## config.mk

```make
export PLATFORM = sky130hd
export DESIGN_NAME = bp_port_scheduler
export DESIGN_NICKNAME = d
export VERILOG_FILES = /design/src/rtl/bp_pkg.sv /design/src/rtl/bp_sync_fifo.sv /design/src/rtl/bp_port_scheduler.sv
export SDC_FILE = /design/constraint.sdc
export NUM_CORES = 1
export LEC_CHECK = 0
export CORE_MARGIN = 3
export CORE_UTILIZATION = 55
export CTS_CLUSTER_DIAMETER = 50
export DETAILED_ROUTE_END_ITERATION = 12
export PLACE_DENSITY = 0.83
export SLEW_MARGIN = 20
export SYNTH_ARGS = -nofsm -noshare
export SYNTH_HDL_FRONTEND = slang
export SYNTH_HIERARCHICAL = 1
export SYNTH_SLANG_ARGS = --single-unit
```

## constraint.sdc

```tcl
create_clock -name clk -period 7.4 [get_ports clk]
set_input_delay 0.74 -clock clk [delete_from_list [all_inputs] [get_ports clk]]
set_output_delay 0.74 -clock clk [all_outputs]
set_load 0.02 [all_outputs]
```

## src/rtl/bp_pkg.sv

```systemverilog
// Shared types for the branch-predictor port scheduler: queue entries and port ownership.
package bp_pkg;

    typedef struct packed {
        logic [31:0] pc;
        logic        taken;
        logic [31:0] target;
    } iq_entry_t;

    typedef struct packed {
        logic [31:0] pc;
        logic        taken;
        logic [31:0] target;
    } uq_entry_t;

    typedef enum logic [1:0] {
        IDLE,
        LOOKUP,
        UPDATE
    } port_owner_e;

endpackage

```

## src/rtl/bp_sync_fifo.sv

```systemverilog
// Synchronous FIFO with first-word-fall-through head, clear, and push-while-full when popping.
module bp_sync_fifo #(
    parameter int unsigned DEPTH = 4,
    parameter int unsigned WIDTH = 8
) (
    input  logic             clk,
    input  logic             reset,
    input  logic             push,
    input  logic [WIDTH-1:0] push_data,
    input  logic             pop,
    input  logic             clear,
    output logic [WIDTH-1:0] head,
    output logic             full,
    output logic             empty
);

    localparam int unsigned AW = $clog2(DEPTH);
    localparam int unsigned CW = AW + 1;

    logic [WIDTH-1:0] mem [DEPTH];
    logic [AW-1:0]    wr_ptr;
    logic [AW-1:0]    rd_ptr;
    logic [CW-1:0]    count;
    logic             do_push;
    logic             do_pop;

    assign empty   = (count == '0);
    assign full    = (count == CW'(DEPTH));
    assign do_pop  = pop && !empty;
    assign do_push = push && (!full || do_pop);
    assign head    = mem[rd_ptr];

    always_ff @(posedge clk or posedge reset) begin
        if (reset) begin
            wr_ptr <= '0;
            rd_ptr <= '0;
            count  <= '0;
        end else if (clear) begin
            wr_ptr <= '0;
            rd_ptr <= '0;
            count  <= '0;
        end else begin
            if (do_push) wr_ptr <= wr_ptr + 1'b1;
            if (do_pop)  rd_ptr <= rd_ptr + 1'b1;
            count <= count + CW'(do_push) - CW'(do_pop);
        end
    end

    always_ff @(posedge clk) begin
        if (do_push) mem[wr_ptr] <= push_data;
    end

endmodule

```

## src/rtl/bp_port_scheduler.sv

```systemverilog
// Arbitrates the predictor's single port between fetch lookups and execute updates,
// tracks in-flight predictions and raises a registered redirect on mispredict.
module bp_port_scheduler
    import bp_pkg::*;
#(
    parameter int unsigned IQ_DEPTH = 4,
    parameter int unsigned UQ_DEPTH = 2,
    parameter int unsigned CNT_W    = 16
) (
    input  logic             clk,
    input  logic             reset,
    input  logic             f_valid,
    input  logic [31:0]      f_pc,
    input  logic             f_is_branch,
    output logic             f_stall,
    output logic             f_pred_taken,
    output logic [31:0]      f_pred_target,
    output logic [31:0]      bp_addr,
    output logic             bp_update,
    output logic             bp_taken,
    output logic [31:0]      bp_target,
    input  logic             bp_pred_taken,
    input  logic [31:0]      bp_pred_addr,
    input  logic             ex_valid,
    input  logic [31:0]      ex_pc,
    input  logic             ex_taken,
    input  logic [31:0]      ex_target,
    output logic             redirect,
    output logic [31:0]      redirect_pc,
    output logic [CNT_W-1:0] cnt_branches,
    output logic [CNT_W-1:0] cnt_mispred
);

    localparam int unsigned IQ_W = $bits(iq_entry_t);
    localparam int unsigned UQ_W = $bits(uq_entry_t);

    port_owner_e owner;
    iq_entry_t   iq_head;
    iq_entry_t   iq_push_data;
    uq_entry_t   uq_head;
    uq_entry_t   uq_push_data;
    logic        iq_full, iq_empty, uq_full, uq_empty;
    logic        lookup_req, lookup_grant, head_match, mispredict;
    logic [31:0] bp_addr_q;

    assign lookup_req = f_valid & f_is_branch;

    always_comb begin
        owner = IDLE;
        if (uq_full || (!uq_empty && !lookup_req)) owner = UPDATE;
        else if (lookup_req)                       owner = LOOKUP;
    end

    assign head_match = ex_valid && !iq_empty && (iq_head.pc == ex_pc);
    assign mispredict = head_match &&
                        ((iq_head.taken != ex_taken) ||
                         (ex_taken && (iq_head.target != ex_target)));

    // A resolving pop frees a slot for the lookup pushed on the same edge.
    assign lookup_grant  = (owner == LOOKUP) && !redirect && (!iq_full || head_match);
    assign f_stall       = lookup_req && !lookup_grant;
    assign f_pred_taken  = lookup_grant ? bp_pred_taken : 1'b0;
    assign f_pred_target = lookup_grant ? bp_pred_addr : '0;

    assign bp_update = (owner == UPDATE);
    assign bp_taken  = bp_update ? uq_head.taken : 1'b0;
    assign bp_target = bp_update ? uq_head.target : '0;

    always_comb begin
        bp_addr = bp_addr_q;
        if (bp_update)         bp_addr = uq_head.pc;
        else if (lookup_grant) bp_addr = f_pc;
    end

    assign iq_push_data = '{pc: f_pc, taken: bp_pred_taken, target: bp_pred_addr};
    assign uq_push_data = '{pc: ex_pc, taken: ex_taken, target: ex_target};

    bp_sync_fifo #(
        .DEPTH (IQ_DEPTH),
        .WIDTH (IQ_W)
    ) u_iq (
        .clk       (clk),
        .reset     (reset),
        .push      (lookup_grant),
        .push_data (iq_push_data),
        .pop       (head_match),
        .clear     (mispredict),
        .head      (iq_head),
        .full      (iq_full),
        .empty     (iq_empty)
    );

    bp_sync_fifo #(
        .DEPTH (UQ_DEPTH),
        .WIDTH (UQ_W)
    ) u_uq (
        .clk       (clk),
        .reset     (reset),
        .push      (ex_valid),
        .push_data (uq_push_data),
        .pop       (bp_update),
        .clear     (1'b0),
        .head      (uq_head),
        .full      (uq_full),
        .empty     (uq_empty)
    );

    always_ff @(posedge clk or posedge reset) begin
        if (reset) begin
            bp_addr_q    <= '0;
            redirect     <= 1'b0;
            redirect_pc  <= '0;
            cnt_branches <= '0;
            cnt_mispred  <= '0;
        end else begin
            bp_addr_q <= bp_addr;
            redirect  <= mispredict;
            if (mispredict) redirect_pc <= ex_taken ? ex_target : ex_pc + 32'd4;
            if (ex_valid && (cnt_branches != '1)) cnt_branches <= cnt_branches + 1'b1;
            if (mispredict && (cnt_mispred != '1)) cnt_mispred <= cnt_mispred + 1'b1;
        end
    end

endmodule

```

**After elaboration in Yosys (flattened, before gate mapping)**

Memory sizes are Yosys's and may differ from the RTL's.
Index checks and enable logic that the tools add are counted.

- Register bits after elaboration: 108
- Memory bits (writable): 390
- Input port bits: 135
- Output and inout port bits: 165
- Logic and storage cells: 82
- Memories: 2

Memories:

| name | depth | bits a word | rd ports | clocked after memory_dff | wr ports | line | text |
|---|---|---|---|---|---|---|---|
| u_iq.mem | 4 | 65 | 1 | 0 | 1 | bp_sync_fifo.sv:20 | `logic [WIDTH-1:0] mem [DEPTH];` |
| u_uq.mem | 2 | 65 | 1 | 0 | 1 | bp_sync_fifo.sv:20 |  |

- Add/sub/neg operators: 11
- Eq/ne operators: 9
- Mux-type cells: 18
- Bitwise operators: 1
- Reductions and logical operators: 30

Operators with widths:

| cell | number |
|---|---|
| 32-bit two-way mux | 5 |
| 16-bit by 1-bit adder with 16-bit output (second input constant) | 2 |
| 32-bit by 3-bit adder with 32-bit output (second input constant) | 1 |
| 32-bit equality test | 1 |
| 16-bit inequality test (second input constant) | 2 |
| 32-bit inequality test | 1 |
| 1-bit logical AND | 14 |
| 2-bit two-way mux | 5 |
| 1-bit zero test | 7 |
| 1-bit two-way mux | 7 |
| 1-bit logical OR | 5 |
| 2-bit by 1-bit adder with 2-bit output (second input constant) | 2 |
| 2-bit equality test (second input constant) | 2 |
| 2-bit nonzero test | 2 |
| 3-bit by 1-bit adder with 3-bit output | 1 |
| 3-bit equality test (second input constant) | 1 |
| 3-bit zero test | 1 |
| 3-bit two-way mux | 1 |
| 3-bit by 1-bit subtractor with 3-bit output | 1 |
| 1-bit adder (second input constant) | 2 |
| 2-bit by 1-bit adder with 2-bit output | 1 |
| 2-bit by 1-bit equality test with 1-bit output (second input constant) | 1 |
| 2-bit zero test | 1 |
| 2-bit by 1-bit subtractor with 2-bit output | 1 |
| other kinds (2) | 2 |

**Depth between registers and ports, before layout**

- Word-level depth: 12
- Depth in mapped cells: 18
- Gate-level depth less buffers: 14

**Hierarchy**

The synthesis kept the hierarchy.

Modules (own cells, without submodules):

| module | times used | cells an instance | area each (um2) | seq. area each (um2) |
|---|---|---|---|---|
| bp_sync_fifo (u_iq) | 1 | 385 | 9877.0 | 7982.7 |
| bp_port_scheduler | 1 | 716 | 6234.7 | 2427.3 |
| bp_sync_fifo (u_uq) | 1 | 233 | 4969.8 | 4003.8 |

**Worst setup path after synthesis**

No wires, ideal clock.

- Kind: register to register
- Start point: register u_iq.rd_ptr[0]
- End point: memory u_iq/mem[0][0] (netlist bit) (enable)
- Library setup time: 430 ps
- Data arrival time: 4660 ps
- Required time: 6970 ps
- Setup slack: 2310 ps
- Cell stages (with the launch flop): 14
- Buffers on the path: 4
- Clock period less this slack: 5090 ps
- Cells stage by stage: dfrtp_1 buf_6 buf_12 buf_12 mux4_2 xor2_1 a2111oi_2 nand4_1 nor4_4 a21oi_1 inv_2 clkbuf_1 a21boi_2 and2_1

RTL lines:

| element | line | text |
|---|---|---|
| from (decl) | bp_sync_fifo.sv:22 | `logic [AW-1:0] rd_ptr;` |
| from (signal assigned) | bp_sync_fifo.sv:44 | `if (do_pop) rd_ptr <= rd_ptr + 1'b1;` |
| to (decl) | bp_sync_fifo.sv:20 |  |

==> results.cfg <==
[pwr]
seq_power_share_pct = 42.6
clkPwrFrac_pct = 30.2
sw_frac_of_total_pct = 30.1
power.ir.vdd_worst_uv = 255
p_per_area_nw_per_um2 = 322
intPower_mw = 5.93
p_leak_nw = 9.31
power.net_switching_mw = 2.55
p_comb_share_pct = 27.2

[timing]
total_count_of_max_transition_violations_in_the_final_report = 0
setup_repair_after_global_routing_missed_its_margin = no
fin_hold_ws_ns = 0.498
tightestPinTransition_ns = 1.07
final_hold_violations = 0
clock.fmax_mhz = 150
clock_skew_ns = 0.0177
timing.max_slew.rel_slack_pct = 28.4
finalWorstPathRequiredPeriod_ns = 6.65
finalCritPeriodShare_pct = 89.8
count_of_endpoints_failing_setup_in_the_final_report = 0
timing.setup.tns_ns = 0

[setup_path]
startpoint_type = register
worstPathRequired_ns = 6.66
path_delay_family = buffers and inverters
reg2regPathDepth = 11
rr_startpoint = u_iq/rd_ptr[0]
cp_num_buf_inv = 4
crit_path_max_incr_delay_ns = 1.02
timing.rr.end = u_iq/mem[3][13]
slowest_stage = sky130_fd_sc_hd__dfrtp_4
ff2ff_setup_slack_ns = 1.46
critical_path.endpoint_type = output pin
critPathCapture = f_pred_target[24]
setup.worst_path.class = reg2out
timing.critical_path.fanout_max = 56
path_common_cell = sky130_fd_sc_hd__buf_4
critPathArrivalTime_ns = 5.91
timing.critical_path.from = u_iq/rd_ptr[0]
cell_by_cell_listing_of_the_critical_path = mux4_2, xor2_1, nor4_1, nand2_1, nor4_4, a21oi_2, buf_4, inv_2, buf_4, and2_1, clkdlybuf4s50_1
critical_path_cell_count = 11

[logic_synthesis]
synthCells = 1334
postSynthRegisterBits = 498
synth_enable_flop_cells = 390
asyncSetResetFlopFracSynth_pct = 21.7
yosys-top-cells-area = sky130_fd_sc_hd__edfxtp_1, sky130_fd_sc_hd__dfrtp_1, sky130_fd_sc_hd__mux4_2
dominant_cell_type_by_area_after_synthesis = sky130_fd_sc_hd__edfxtp_1
netlist_area_um2 = 21100
syn_avg_cell_area_um2 = 15.8
synth_top_area_share_pct = 55.6
synthMostInstantiatedCell = sky130_fd_sc_hd__edfxtp_1
synth-warning-count = 6
synthDistinctLibCells = 54
synth_sequential_area_ratio_pct = 68.4
synth_commonest_cells = sky130_fd_sc_hd__edfxtp_1, sky130_fd_sc_hd__dfrtp_1, sky130_fd_sc_hd__nand2_1
synth-main-ff-cell = sky130_fd_sc_hd__edfxtp_1

[outcome]
run_status = complete, no violations

[drt]
route.detailed.wl_per_inst_um = 24.7
routed_via_density = 5.80
post-route-drc-count = 0
drt_iter0_drc = 1240
overall_via_count_from_detail_route = 12800
drt-total-wl_um = 54500
route.antenna.remaining_nets = 0
drt_pre_antenna_iters = 5

[cells_and_area]
post_layout_nonfiller_instances = 2205
finish.net_count = 1796
num-fill-cells = 2388
post-route-cell-area_um2 = 26300
area_growth_pct = 24.8
drive_above_1_share_pct = 14.0

[floorplan]
die-height_um = 202
initial_util_pct = 55.8
die_width_um = 202
core-area_um2 = 37800
rows = 71
die-area_um2 = 40700
design.portCount = 300

[global_route]
grt_antenna_before_repair = 2
pin_count_of_the_biggest_net_entering_global_routing = 70
gr-usage-all-layers_pct = 26.6
grt_overflow_total = 0
wire_length_of_the_first_global_routing_pass_um = 81200
first_global_vias = 13000

[clock_network]
cts_num_sinks = 498
cts-buffers-inserted = 52
clkLatencyLatePin_ns = 0.57
post_cts.repair.setup_buffers = 0
cts_tree = done
cts.path.max_buffers = 3
ctsResizeCount = 0
cts_root_buffer = sky130_fd_sc_hd__clkbuf_16
htreeDepth = 2
worst_setup_hold_path_clk_slew_ns = 0.06
cts-hold-fix-buffers = 0

[place]
detailed_place.area_um2 = 24600
place.detailed.instances = 2106
place.gp.congestion = 0.877
port-buffer-count = 299
detailed_place_hpwl_um = 37400

[min_path]
hold_path.class = reg2reg
whs_path_depth = 1

[job]
timing.max_cap.violations = 0
==> through the flow <==
stage	util, %	power [mW]	setup slack, ns
6_report	69.7	8.48	0.754
5_1_grt	69.7	8.81	0.490
4_1_cts	69.5	8.52	0.773
3_5_place_dp	65.0	5.95	1.42
3_3_place_gp	65.0	5.87	1.60
2_1_floorplan	-	4.90	2.31
==> registers in the layout (all words and copies together), names as in the netlist, 3 cells and up <==
signal	flops
bp_addr_q	32
cnt_branches	16
cnt_mispred	16
redirect_pc	32
u_iq/count	3
u_iq/mem	260
u_uq/mem	130
==> layout make-up <==
class                           instances  area, um^2  area share [%]
Clock buffer                           68        1420            5.41
Sequential cell                       498       14400            54.8
Antenna cell                            2        5.00          0.0190
Clock inverter                         27         270            1.03
Multi-Input combinational cell        760        6260            23.8
Timing Repair Buffer                  317        3210            12.2
Inverter                               22        85.1           0.323
Tap cell                              511         639            2.43
==> layer usage <==
| metal | GRT usage, % | routed length, um | up-vias | share of wire (%) |
|---|---|---|---|---|
| met4 | 9.59 | 1870 | 0 | 3.4 |
| li1 | - | - | 5616 | - |
| met3 | 5.22 | 5260 | 109 | 9.6 |
| met1 | 36.5 | 20900 | 6360 | 38 |
| met5 | 0 | 0 | - | 0 |
| met2 | 43.2 | 26500 | 694 | 49 |
==> worst min path at each step <==
stage	to	start	slack (ns)
2_1_floorplan	u_uq/count[0]	reset	0.51
3_3_place_gp	cnt_branches[10]	cnt_branches[10]	0.48
3_5_place_dp	cnt_mispred[8]	cnt_mispred[8]	0.49
4_1_cts	cnt_mispred[8]	cnt_mispred[8]	0.50
5_1_grt	cnt_mispred[8]	cnt_mispred[8]	0.52
6_report	cnt_mispred[8]	cnt_mispred[8]	0.50
==> power by group through the flow <==
stage / clock (mW) / combinational (mW) / sequential (mW)
6_report: 2.56 / 2.31 / 3.61
5_1_grt: 2.71 / 2.45 / 3.64
4_1_cts: 2.60 / 2.31 / 3.61
3_5_place_dp: 0 / 2.29 / 3.66
3_3_place_gp: 0 / 2.24 / 3.64
2_1_floorplan: 0 / 1.27 / 3.63
==> cells in the final DEF (no fill, tap or decap), types with 8 or more instances in the layout <==
master	count
sky130_fd_sc_hd__nor2_1	69
sky130_fd_sc_hd__mux4_2	65
sky130_fd_sc_hd__ha_1	9
sky130_fd_sc_hd__dfrtp_1	105
sky130_fd_sc_hd__and2_1	70
sky130_fd_sc_hd__buf_4	12
sky130_fd_sc_hd__and4_1	8
sky130_fd_sc_hd__and3_1	14
sky130_fd_sc_hd__mux2_2	49
sky130_fd_sc_hd__o21ai_0	28
sky130_fd_sc_hd__edfxtp_1	390
sky130_fd_sc_hd__nor3_1	8
sky130_fd_sc_hd__inv_1	18
sky130_fd_sc_hd__clkbuf_1	12
sky130_fd_sc_hd__a21oi_1	71
sky130_fd_sc_hd__xnor2_1	42
sky130_fd_sc_hd__mux2_1	49
sky130_fd_sc_hd__nand2_1	86
sky130_fd_sc_hd__nand4_1	19
sky130_fd_sc_hd__clkinv_2	9
sky130_fd_sc_hd__nand2b_1	14
sky130_fd_sc_hd__nand3_1	21
sky130_fd_sc_hd__xor2_1	75
sky130_fd_sc_hd__clkdlybuf4s50_1	298
sky130_fd_sc_hd__clkbuf_16	54
sky130_fd_sc_hd__nor4_1	14
==> cells by family after synthesis <==
| family | after synthesis | share of synthesized area (%) |
|---|---|---|
| compound gates | 117 | 3.13 |
| xor+xnor | 117 | 4.86 |
| fa+ha+maj | 10 | 0.629 |
| buf+inv | 81 | 2.18 |
| flops | 498 | 68.4 |
| mux | 168 | 12.4 |
| other cells | 1 | 0.0178 |
| simple gates | 342 | 8.37 |
No activity file was read; power rests on OpenSTA's default activity.
